<file path="config.mk">
export PLATFORM = sky130hd
export DESIGN_NAME = uart_receiver
export DESIGN_NICKNAME = d
export VERILOG_FILES = /design/src/rtl/uart_receiver.sv
export SDC_FILE = /design/constraint.sdc
export NUM_CORES = 1
export LEC_CHECK = 0
export CAP_MARGIN = 20
export CORE_ASPECT_RATIO = 2
export CORE_MARGIN = 3
export CORE_UTILIZATION = 52
export DETAILED_ROUTE_END_ITERATION = 16
export PLACE_DENSITY = 0.75
export SLEW_MARGIN = 10
export SYNTH_ARGS = -nofsm -noshare
export SYNTH_HDL_FRONTEND = slang
export SYNTH_SLANG_ARGS = --single-unit
</file>
<file path="constraint.sdc">
create_clock -name clk -period 2.07 [get_ports clk]
set_input_delay 0.3105 -clock clk [delete_from_list [all_inputs] [get_ports clk]]
set_output_delay 0.3105 -clock clk [all_outputs]
set_load 0.005 [all_outputs]
</file>
<file path="src/rtl/uart_receiver.sv">
// uart_receiver: 8N1 serial-to-parallel UART receiver, LSB first.
//
// The asynchronous RX line is brought into the clock domain through a
// two-flop synchroniser. The start bit is qualified half a bit after it is
// first seen. Data bits and the stop bit are then sampled at bit centres.
// A good byte is presented with a one-cycle valid strobe. A low stop bit
// raises a one-cycle framing-error strobe and discards the byte; the FSM
// then waits for the line to return high, so a held-low (break) line is not
// re-read as a start bit.
//
// Parameters:
//   CLKS_PER_BIT  clock cycles per UART bit (legal range 4..65535)
// Ports:
//   clk           system clock, all logic on the rising edge
//   rst_n         synchronous active-low reset
//   i_rx          asynchronous serial input, idles high
//   o_active      high from start detect until the stop-bit sample
//   o_data_valid  one-cycle pulse when a good byte is captured
//   o_data_byte   last good byte, held between frames
//   o_frame_err   one-cycle pulse when the stop bit is sampled low
module uart_receiver #(
  parameter int unsigned CLKS_PER_BIT = 10417
) (
  input  logic       clk,
  input  logic       rst_n,
  input  logic       i_rx,
  output logic       o_active,
  output logic       o_data_valid,
  output logic [7:0] o_data_byte,
  output logic       o_frame_err
);

  localparam logic [15:0] HALF = 16'((CLKS_PER_BIT - 1) / 2);
  localparam logic [15:0] LAST = 16'(CLKS_PER_BIT - 1);

  typedef enum logic [2:0] {
    IDLE,
    START,
    DATA,
    STOP,
    BREAK_WAIT
  } state_e;

  // Synchroniser; both flops reset high so reset never looks like a start bit.
  logic rx_meta_q;
  logic rx_s_q;

  state_e      state_q, state_d;
  logic [15:0] cnt_q,   cnt_d;
  logic [2:0]  idx_q,   idx_d;
  logic [7:0]  shift_q, shift_d;
  logic        active_q, active_d;
  logic        valid_q,  valid_d;
  logic        ferr_q,   ferr_d;
  logic [7:0]  byte_q,   byte_d;

  always_ff @(posedge clk) begin
    if (!rst_n) begin
      rx_meta_q <= 1'b1;
      rx_s_q    <= 1'b1;
    end else begin
      rx_meta_q <= i_rx;
      rx_s_q    <= rx_meta_q;
    end
  end

  always_ff @(posedge clk) begin
    if (!rst_n) begin
      state_q  <= IDLE;
      cnt_q    <= '0;
      idx_q    <= '0;
      shift_q  <= '0;
      active_q <= 1'b0;
      valid_q  <= 1'b0;
      ferr_q   <= 1'b0;
      byte_q   <= '0;
    end else begin
      state_q  <= state_d;
      cnt_q    <= cnt_d;
      idx_q    <= idx_d;
      shift_q  <= shift_d;
      active_q <= active_d;
      valid_q  <= valid_d;
      ferr_q   <= ferr_d;
      byte_q   <= byte_d;
    end
  end

  always_comb begin
    state_d  = state_q;
    cnt_d    = cnt_q;
    idx_d    = idx_q;
    shift_d  = shift_q;
    active_d = active_q;
    valid_d  = 1'b0;
    ferr_d   = 1'b0;
    byte_d   = byte_q;

    unique case (state_q)
      IDLE: begin
        cnt_d = '0;
        idx_d = '0;
        if (!rx_s_q) begin
          state_d  = START;
          active_d = 1'b1;
        end
      end

      START: begin
        if (cnt_q == HALF) begin
          cnt_d = '0;
          if (!rx_s_q) begin
            state_d = DATA;
          end else begin
            // Line went high before mid-bit: treat as a glitch.
            state_d  = IDLE;
            active_d = 1'b0;
          end
        end else begin
          cnt_d = cnt_q + 16'd1;
        end
      end

      DATA: begin
        if (cnt_q == LAST) begin
          cnt_d          = '0;
          shift_d[idx_q] = rx_s_q;
          if (idx_q != 3'd7) begin
            idx_d = idx_q + 3'd1;
          end else begin
            idx_d   = '0;
            state_d = STOP;
          end
        end else begin
          cnt_d = cnt_q + 16'd1;
        end
      end

      STOP: begin
        // Leaving at the stop-bit centre gives half a bit of slack for a
        // back-to-back start bit.
        if (cnt_q == LAST) begin
          cnt_d    = '0;
          active_d = 1'b0;
          if (rx_s_q) begin
            byte_d  = shift_q;
            valid_d = 1'b1;
            state_d = IDLE;
          end else begin
            ferr_d  = 1'b1;
            state_d = BREAK_WAIT;
          end
        end else begin
          cnt_d = cnt_q + 16'd1;
        end
      end

      BREAK_WAIT: begin
        cnt_d = '0;
        if (rx_s_q) begin
          state_d = IDLE;
        end
      end

      default: begin
        state_d  = IDLE;
        cnt_d    = '0;
        idx_d    = '0;
        active_d = 1'b0;
      end
    endcase
  end

  assign o_active     = active_q;
  assign o_data_valid = valid_q;
  assign o_data_byte  = byte_q;
  assign o_frame_err  = ferr_q;

endmodule

</file>
==> reports/qor.csv <==
metric,value,unit
portBuffers,13,
core,0.00349,mm²
drtIter0Drc,21,
grt_pass1_wl,7.12,mm
cts_hold_buf,0,
routabilityCongestion,0.799,
skew,0.00947,ns
setup_slack,0.00616,ns
setup_tns,0,ns
clockRootBuffer,clkbuf_8,
clock_path_buffers,2,
required,2.27,ns
pre_cts_ws,-0.0846,ns
setup_violations,0,
synth_cell_types,47,
hold_path.class,flip-flop to flip-flop,
dp_hpwl,3.15,mm
start_util,55.9,%
cp-start-kind,flip-flop,
critPathMaxStageDelay,0.55,ns
fillers,289,
maxSlewHeadroom,72.2,%
rsz0062_at_grt,true,
synth-seq-cells,43,
pwr_density_cell,595,mW/mm²
synth_edf_count,0,
clkTransAtPathRegs,0.08,ns
h-tree-depth,2,
die_w,49.3,µm
via_count,1617,
drt-met1-wl,1.43,mm
final_nets,246,
drv_slew,0,
grt_max_degree,14,
first_pass_iters,4,
antennaDiodeCount,0,
yosysSeqAreaShare,44.1,%
yosys_warnings,0,
met3_length,118,µm
cp-end-kind,flip-flop,
holdWs,0.422,ns
finalHoldViolCount,0,
finalCritPeriodShare,99.7,%
async_reset_ff_share,0,%
area_delta_synth_final,23.0,%
rows,30,
cap_viol_max_count,0,
drive_gt1_share,20.4,%
synth_largest_area_cell,dfxtp_1,
antenna_left,0,
wl_met2,2.60,mm
yosysTopAreaCellShare,44.1,%
cts_tree,yes,
die-area,0.00457,mm²
cp.buffers_inverters,2,
ys.flop_type,dfxtp_1,
synth_fp_nets,216,
grt_pass1_vias,1629,
leakage,0.000929,µW
mostFrequentLayoutCells,"dfxtp_1, nor2_1, nand2_1",
overflow,0,
wirelength,4.30,mm
vdd_drop_max,671,µV
antenna_found_initial,0,
drc,0,
syn_area_per_cell,9.33,µm²
cp_cell_sequence,inv_2 -> ha_4 -> or4b_4 -> or4_4 -> buf_4 -> nor4b_2,
path_class,flip-flop to flip-flop,
die_h,92.6,µm
crit_family,simple AND/OR/NAND/NOR gates,
top_layer,met4,
pin_count,14,
postSynthCellCount,209,
cts_buffers,5,
clk-insertion-delay-late,0.30,ns
clock.fmax,485,MHz
reg2reg_depth,6,
fin_crit,2.06,ns
crit_fanout,5,
cts_num_sinks,43,
synth.cell_area,0.00195,mm²
via_per_inst,5.61,
tightest_slew,0.416,ns
arrival,2.27,ns
route.detailed.wl_per_inst,14.9,µm
ys_top_cells_by_area,"dfxtp_1, mux2i_1, nor2_1",
cpMaxStageDelayCell,or4_4,
grtUsageTotal,20.1,%
mostFrequentLayoutCell,dfxtp_1,
placed_area,0.00220,mm²
min_path_cells,1,
worst-path-stages,6,
design_area,0.00240,mm²
outcome,completed,
[per-stage QoR]
step / utilization, % / power, µW / std cells
after floorplan: - / 901 / 209
after global placement: 62.9 / 921 / 276
after detailed placement: 62.9 / 924 / 276
after CTS: 66.7 / 1440 / 286
after global routing: 68.7 / 1470 / 288
final: 68.7 / 1430 / 288
[state kept, by name, summed over array words and instances, names as in the netlist]
| name | cells |
|---|---|
| o_frame_err | 1 |
| idx_q | 3 |
| o_data_valid | 1 |
| rx_s_q | 1 |
| o_active | 1 |
| shift_q | 8 |
| rx_meta_q | 1 |
| o_data_byte | 8 |
| cnt_q | 16 |
| state_q | 3 |
[where the power goes]
group / internal (µW) / switching, µW
logic: 30.8 / 39.4
registers: 833 / 7.00
clock network: 236 / 280
total: 1100 / 327
[worst register-to-register path, delay by kind of cell (launching register included)]
family,cells,cell delay [ns]
adders and majority gates,1,0.12
buffers and inverters,2,0.22
DFF,1,0.33
and+or+nand+nor,3,1.29
[worst paths after layout]
kind / from / to / slack (ns)
worst min register to register: rx_meta_q / rx_s_q / 0.42
worst max register to register: cnt_q[0] / o_frame_err / 0.006
worst min-delay path: rx_meta_q / rx_s_q / 0.42
worst max-delay path: cnt_q[0] / o_frame_err / 0.006
[metal layers]
metal  track usage [%]  up-vias
li1                  -      779
met3              3.70       14
met4              10.7        0
met2              42.0       36
met5                 0        -
met1              16.1      788
[cells by family (layout without fill, tap and decap cells)]
family / count (synthesis) / count (layout) / share of synthesized area, %
adder cells (fa/ha/maj): 4 / 4 / 2.57
AO/OA/AOI/OAI: 20 / 21 / 7.18
XOR/XNOR: 15 / 15 / 6.74
flip-flops: 43 / 43 / 44.1
multiplexers: 15 / 15 / 7.70
AND/OR/NAND/NOR: 99 / 99 / 27.8
buffers and inverters: 13 / 43 / 3.91
[timing repair]
action / 4_1_cts / 5_1_grt
endpoints found under the hold margin: 0 / 0
pin swaps: 4 / 6
resized for setup: 6 / 15
setup buffers: 1 / 2
endpoints found under the setup margin: 25 / 28
cloned: 1 / 0
[synthesized netlist by cell type, drive strengths merged (2+ instances only)]
cell type  instances
a21oi              5
and3               3
and4               2
buf                4
clkbuf             2
dfxtp             43
ha                 4
inv                5
mux2i             15
nand2             23
nand2b             5
nand3              8
nand3b             5
nand4              2
nor2              35
nor3b              4
o211ai             2
o21ai              5
or4                2
xnor2              7
xor2               8
[cell type report]
cell class              instances  area [µm²]  area share [%]
clock inverters                 2        12.5           0.522
well taps                      48        60.1            2.50
inverters                       6        22.5           0.939
repair buffers                 29         262            10.9
multi-input cells             154        1110            46.1
flip-flops and latches         43         863            36.0
clock buffers                   6        72.6            3.03
(Power assumes the default switching activity.)
